$ cat src/rtl/hazard_pkg.sv
// Shared types and constants for the pipeline hazard scoreboard.
// Scoreboard fields are sized for PIPEDEPTH up to 16.
package hazard_pkg;

   localparam int unsigned AGEW        = 5;
   localparam int unsigned SEL_REGFILE = 0;
   localparam int unsigned STAGE_E     = 0;

   typedef struct packed {
      logic            pend;
      logic [AGEW-1:0] age;
      logic [AGEW-1:0] rdy;
   } sb_entry_t;

   function automatic int unsigned sel_width(input int unsigned depth);
      return (depth <= 2) ? 1 : $clog2(depth);
   endfunction

endpackage

$ cat src/rtl/hazard_lookup.sv
// Per-source hazard detection and forwarding selector from one scoreboard entry.
module hazard_lookup
   import hazard_pkg::*;
#(
   parameter int unsigned PIPEDEPTH = 3,
   parameter int unsigned SELW      = 2
) (
   input  logic            used,
   input  sb_entry_t       entry,
   output logic            hazard,
   output logic [SELW-1:0] sel
);

   logic [AGEW:0] next_age;

   always_comb begin
      hazard   = 1'b0;
      sel      = SELW'(SEL_REGFILE);
      next_age = {1'b0, entry.age} + (AGEW+1)'(1);
      if (used && entry.pend) begin
         if (next_age < {1'b0, entry.rdy}) begin
            hazard = 1'b1;
         end else if (next_age < (AGEW+1)'(PIPEDEPTH)) begin
            sel = SELW'(next_age);
         end
         // A producer in WB this cycle has already written the register file.
      end
   end

endmodule

$ cat src/rtl/hazard_scoreboard.sv
// Scoreboard-driven stall/flush/forwarding control for a PIPEDEPTH-stage back end.
// Define HAZARD_ZERO_REG_EN to hardwire register 0 to zero.
module hazard_scoreboard
   import hazard_pkg::*;
#(
   parameter int unsigned ADDRESSWIDTH = 4,
   parameter int unsigned REGNUM       = 16,
   parameter int unsigned PIPEDEPTH    = 3,
   parameter int unsigned SELW         = sel_width(PIPEDEPTH)
) (
   input  logic                    clock,
   input  logic                    reset,
   input  logic                    validD,
   input  logic                    writesD,
   input  logic [ADDRESSWIDTH-1:0] destD,
   input  logic [SELW-1:0]         readyStageD,
   input  logic [ADDRESSWIDTH-1:0] reg1AddressD,
   input  logic [ADDRESSWIDTH-1:0] reg2AddressD,
   input  logic                    reg1UsedD,
   input  logic                    reg2UsedD,
   input  logic                    takeBranchE,
   output logic                    stallF,
   output logic                    stallD,
   output logic                    flushD,
   output logic                    flushE,
   output logic [SELW-1:0]         data1ForwardSelectorE,
   output logic [SELW-1:0]         data2ForwardSelectorE,
   output logic                    pendingAny
);

   sb_entry_t       table_q [REGNUM];
   sb_entry_t       entry1, entry2;
   logic            used1, used2, record;
   logic            hazard1, hazard2, stall, issue;
   logic [SELW-1:0] sel1, sel2;
   logic [AGEW-1:0] rdy_clamped;

   function automatic logic in_range(input logic [ADDRESSWIDTH-1:0] a);
      return {1'b0, a} < (ADDRESSWIDTH+1)'(REGNUM);
   endfunction

`ifdef HAZARD_ZERO_REG_EN
   assign used1  = reg1UsedD && in_range(reg1AddressD) && (reg1AddressD != '0);
   assign used2  = reg2UsedD && in_range(reg2AddressD) && (reg2AddressD != '0);
   assign record = issue && writesD && in_range(destD) && (destD != '0);
`else
   assign used1  = reg1UsedD && in_range(reg1AddressD);
   assign used2  = reg2UsedD && in_range(reg2AddressD);
   assign record = issue && writesD && in_range(destD);
`endif

   assign entry1 = used1 ? table_q[reg1AddressD] : '0;
   assign entry2 = used2 ? table_q[reg2AddressD] : '0;

   hazard_lookup #(.PIPEDEPTH(PIPEDEPTH), .SELW(SELW)) u_lookup1 (
      .used(used1), .entry(entry1), .hazard(hazard1), .sel(sel1)
   );

   hazard_lookup #(.PIPEDEPTH(PIPEDEPTH), .SELW(SELW)) u_lookup2 (
      .used(used2), .entry(entry2), .hazard(hazard2), .sel(sel2)
   );

   assign stall  = validD && (hazard1 || hazard2) && !takeBranchE;
   assign issue  = validD && !stall && !takeBranchE;
   assign stallF = stall;
   assign stallD = stall;
   assign flushD = takeBranchE;
   assign flushE = stall || takeBranchE;

   always_comb begin
      rdy_clamped = AGEW'(readyStageD);
      if (readyStageD == '0 || AGEW'(readyStageD) >= AGEW'(PIPEDEPTH)) begin
         rdy_clamped = AGEW'(PIPEDEPTH - 1);
      end
   end

   // Aging is unconditional; a new record for destD overrides both aging and older producers.
   always_ff @(posedge clock or posedge reset) begin
      if (reset) begin
         for (int unsigned i = 0; i < REGNUM; i++) table_q[i] <= '0;
      end else begin
         for (int unsigned i = 0; i < REGNUM; i++) begin
            if (table_q[i].pend) begin
               if (table_q[i].age == AGEW'(PIPEDEPTH - 1)) table_q[i].pend <= 1'b0;
               else table_q[i].age <= table_q[i].age + AGEW'(1);
            end
         end
         if (record) begin
            table_q[destD] <= '{pend: 1'b1, age: AGEW'(STAGE_E), rdy: rdy_clamped};
         end
      end
   end

   always_ff @(posedge clock or posedge reset) begin
      if (reset) begin
         data1ForwardSelectorE <= '0;
         data2ForwardSelectorE <= '0;
      end else if (issue) begin
         data1ForwardSelectorE <= sel1;
         data2ForwardSelectorE <= sel2;
      end else begin
         data1ForwardSelectorE <= '0;
         data2ForwardSelectorE <= '0;
      end
   end

   always_comb begin
      pendingAny = 1'b0;
      for (int unsigned i = 0; i < REGNUM; i++) pendingAny = pendingAny | table_q[i].pend;
   end

endmodule

$ cat config.mk
export PLATFORM = sky130hd
export DESIGN_NAME = hazard_scoreboard
export DESIGN_NICKNAME = d
export VERILOG_FILES = /design/src/rtl/hazard_pkg.sv /design/src/rtl/hazard_lookup.sv /design/src/rtl/hazard_scoreboard.sv
export SDC_FILE = /design/constraint.sdc
export NUM_CORES = 1
export LEC_CHECK = 0
export CAP_MARGIN = 10
export CORE_UTILIZATION = 50
export CTS_BUF_LIST = sky130_fd_sc_hd__clkbuf_16
export CTS_CLUSTER_DIAMETER = 100
export DETAILED_ROUTE_END_ITERATION = 6
export HOLD_SLACK_MARGIN = 0.15
export PLACE_DENSITY = 0.74
export SETUP_SLACK_MARGIN = 0.5
export SYNTH_ARGS = -nofsm -noshare
export SYNTH_HDL_FRONTEND = slang
export SYNTH_SLANG_ARGS = --single-unit
$ cat constraint.sdc
create_clock -name clock -period 7.95 [get_ports clock]
set_input_delay 1.59 -clock clock [delete_from_list [all_inputs] [get_ports clock]]
set_output_delay 1.59 -clock clock [all_outputs]
set_load 0.005 [all_outputs]
==> summary.txt <==
Clock network
  – TritonCTS sink count: 180
  – CTS Buffer Depth: 2
  – Number of buffers created by CTS: 17
  – Deepest level of the CTS H-tree: 4
  – CTS root buf: sky130_fd_sc_hd__clkbuf_16
  – Worst-path clk slew: 0.07 ns
  – Clk Latency, worst-skew pair: 0.44 ns
  – CTS tree: built
  – Hold-fix buffers at CTS: 0

Placement
  – Number of buffer cells added on primary ports: 29
  – Area after DPL: 11680 sq um
  – Final RePlAce weighted congestion: 0.9142
  – Detailed Place HPWL: 20220 um

Synthesis
  – Cell taking the most area after synthesis: sky130_fd_sc_hd__dfrtp_1
  – Proportion of register bits with asynchronous set or reset after synthesis: 100.0%
  – Arithmetic-cell share of the synthesized area counting full adders, half adders and majority gates: 4.678%
  – Top area cells in the synthesized netlist: sky130_fd_sc_hd__dfrtp_1, sky130_fd_sc_hd__mux4_2, sky130_fd_sc_hd__mux2i_1
  – Synthesized-area fraction occupied by ao, oa, aoi and oai cells: 6.850%
  – Multiplexer fraction of the synthesized cell area: 23.96%
  – Leading register cell type out of synthesis: sky130_fd_sc_hd__dfrtp_1
  – Dominant combinational cell family by area after synthesis: multiplexers
  – Cells after synthesis: 973
  – Area share of xor/xnor cells in the synthesized design: 4.054%
  – Yosys Warn Count: 0
  – Share of the synthesized area in the top cell type: 40.10%
  – Register bit total from synthesis: 180
  – Register area share after synthesis: 40.10%
  – Number of synthesized flops with an enable pin: 0
  – Post-Synthesis Cell Area: 11230 sq um
  – Number of unique standard cell types used by synthesis: 62
  – Per-instance average area after synthesis: 11.54 sq um
  – Simple-gate area share of the yosys netlist: 15.58%
  – Number of nets in the synthesized netlist: 1036

Cells and area
  – Number of diodes: 0
  – Fraction of final layout cells with drive strength greater than 1: 17.13%
  – Fin area: 12300 sq um
  – Fin nets: 1049
  – Layout overhead on the synthesized area: 9.523%
  – Commonest cells after routing, fill and taps aside: sky130_fd_sc_hd__dfrtp_1, sky130_fd_sc_hd__nor2_1, sky130_fd_sc_hd__mux4_2
  – Commonest non-fill, non-tap cell in the layout: sky130_fd_sc_hd__dfrtp_1

Die
  – Chip Height: 151.9 um
  – Placement Rows: 54
  – Initial cell density of the core: 51.16%
  – Die area: 23070 sq um
  – Core area: 21960 sq um
  – I/O pin count: 30
  – Die W: 151.9 um

Pwr
  – Power density over the cells: 269.9 nW/um^2
  – Leak pwr: 5.566 nW
  – Peak VDD IR: 0.1729 mV

Worst setup path
  – RR Startpoint: table_q[49]
  – Kind of start point of the critical path: input pin
  – Reg2reg path depth: 15
  – Worst path arrival time: 5.55 ns
  – Worst EP required: 6.36 ns
  – Category of the most critical setup path: in2out
  – Highest net fanout along the worst path: 19
  – Slack of the worst reg-to-reg path: 3.49 ns
  – Nature of the critical path endpoint: output pin

Timing
  – Final worst path period share: 89.86%
  – Worst-Margin Slew: 1.229 ns
  – Count of pins over their slew limit: 0
  – Clock tree skew after final layout: 0.007511 ns
  – Total count of hold-check failures in the final report: 0
  – Final number of setup-violating endpoints: 0
  – Highest clock frequency the design can meet: 0.1400 GHz
  – Worst-case headroom to the max-slew limit: 17.91%
  – Unrepaired setup endpoints after global routing: no
  – Setup TNS after final layout: 0 ns
  – Final worst path period need: 7.144 ns

Global route
  – Global route overflow: 0
  – Via count of the first global-routing pass: 7891
  – Overall fraction of global-route tracks in use: 25.78%
  – Antenna violations before repair: 1
  – First-pass GRT wire length: 45440 um
  – Largest net degree at the start of global routing: 71

Routing
  – Detail-routed via count per cell: 6.309
  – Post-detailed-route count of antenna-violating nets: 0
  – First-iteration detailed-routing DRC count: 674
  – Routed length per placed instance: 21.93 um
  – Count of unresolved DRC violations after routing: 4
  – First-pass iteration count of the detailed router: 6
  – Total wirelength of the detailed-routed design: 28030 um
  – Via count: 8063

Min path
  – Hold Path Class: reg2reg
  – Hold path depth: 1

Run
  – Max-cap violations: 0

Status
  – Result of the run: finished with violations
  – Failing checks: DRC
## layout make-up
class	instances	area [sq um]
Inverter	53	203.9
Fill cell	1787	9656
Timing Repair Buffer	48	440.4
Multi-Input combinational cell	686	6192
Clock inverter	14	186.4
Sequential cell	180	4504
Tap cell	280	350.3
Clock buffer	17	425.4
## synthesized netlist by cell type, drive strengths merged (2+ instances only)
master and n:
xor2 34, nor2 98, nor3b 5, nand3 18, o21ai 4, and2 17, or2 8, nand4b 2
nand4 33, a211oi 6, dfrtp 180, xnor2 18, nor2b 52, a32oi 2, ha 42, inv 53
o22a 2, nand2 33, a311oi 12, a22o 2, mux2 33, nor4 14, nand2b 14, a21oi 40
a22oi 7, mux2i 66, nor3 11, o41ai 15, clkbuf 9, buf 45, o211ai 2, mux4 73
or4 3, o21bai 2
## routing by layer
layer  vias to the layer above  GRT usage (%)  share of wire, %
met3                        47          4.820               6.5
met5                         -              0             0.061
li1                       3581              -                 -
met1                      4169          36.65                45
met4                         2          9.475               2.7
met2                       264          39.59                46
## through the flow
stage	util, %	setup slack, ns	std cells	hold slack (ns)	total power (W)
floorplan	-	1.229	973	0.4655	0.002117
global placement	53.19	0.7295	1247	0.4840	0.002378
detailed placement	53.19	0.6427	1247	0.4988	0.002414
CTS	55.97	0.6139	1278	0.5141	0.003314
global route	56.03	0.5167	1278	0.5357	0.003523
finish	56.03	0.8058	1278	0.5167	0.003320
## where the power goes
| part | switching [W] | internal (W) | leakage (nW) |
|---|---|---|---|
| combinational | 0.000486 | 0.000473 | 2.91 |
| sequential | 0.000351 | 0.00112 | 2.36 |
| clock | 0.000371 | 0.000523 | 0.296 |
| total | 0.00121 | 0.00211 | 5.57 |
## repair_timing
action	in CTS	in global routing
resized for setup	0	5
buffers inserted	0	0
endpoints found under the setup margin	0	3
## worst max-delay path: stages
cell and delay, ns:
sky130_fd_sc_hd__clkdlybuf4s50_1 0.54, sky130_fd_sc_hd__buf_4 0.29, sky130_fd_sc_hd__nand2b_1 0.14, sky130_fd_sc_hd__a21oi_1 0.06
sky130_fd_sc_hd__nand3_1 0.08, sky130_fd_sc_hd__and2_1 0.21, sky130_fd_sc_hd__inv_1 0.09, sky130_fd_sc_hd__ha_1 0.33
sky130_fd_sc_hd__ha_1 0.24, sky130_fd_sc_hd__a311oi_1 0.24, sky130_fd_sc_hd__nand3_1 0.10, sky130_fd_sc_hd__a21oi_1 0.18
sky130_fd_sc_hd__o21bai_1 0.13, sky130_fd_sc_hd__a211oi_1 0.40, sky130_fd_sc_hd__a32o_2 0.24, sky130_fd_sc_hd__and2_1 0.17
sky130_fd_sc_hd__clkdlybuf4s50_1 0.51
## logic make-up (layout without fill, tap and decap cells)
logic type,count (synthesis),after routing
simple gates,312,312
flops,180,180
mux,172,172
compound gates,108,108
buf+inv,107,132
xor+xnor,52,52
fa+ha+maj,42,42
## worst max path at each step
stage / startpoint / depth (start not counted) / slack (ns) / endpoint
2_1_floorplan: reg1AddressD[0] / 15 / 1.23 / stallF
3_3_place_gp: reg1AddressD[0] / 14 / 0.73 / stallD
3_5_place_dp: reg2AddressD[3] / 17 / 0.64 / stallD
4_1_cts: reg2AddressD[3] / 17 / 0.61 / stallD
5_1_grt: reg1AddressD[3] / 17 / 0.52 / stallD
6_report: reg1AddressD[3] / 17 / 0.81 / stallD
(Power assumes the default switching activity.)
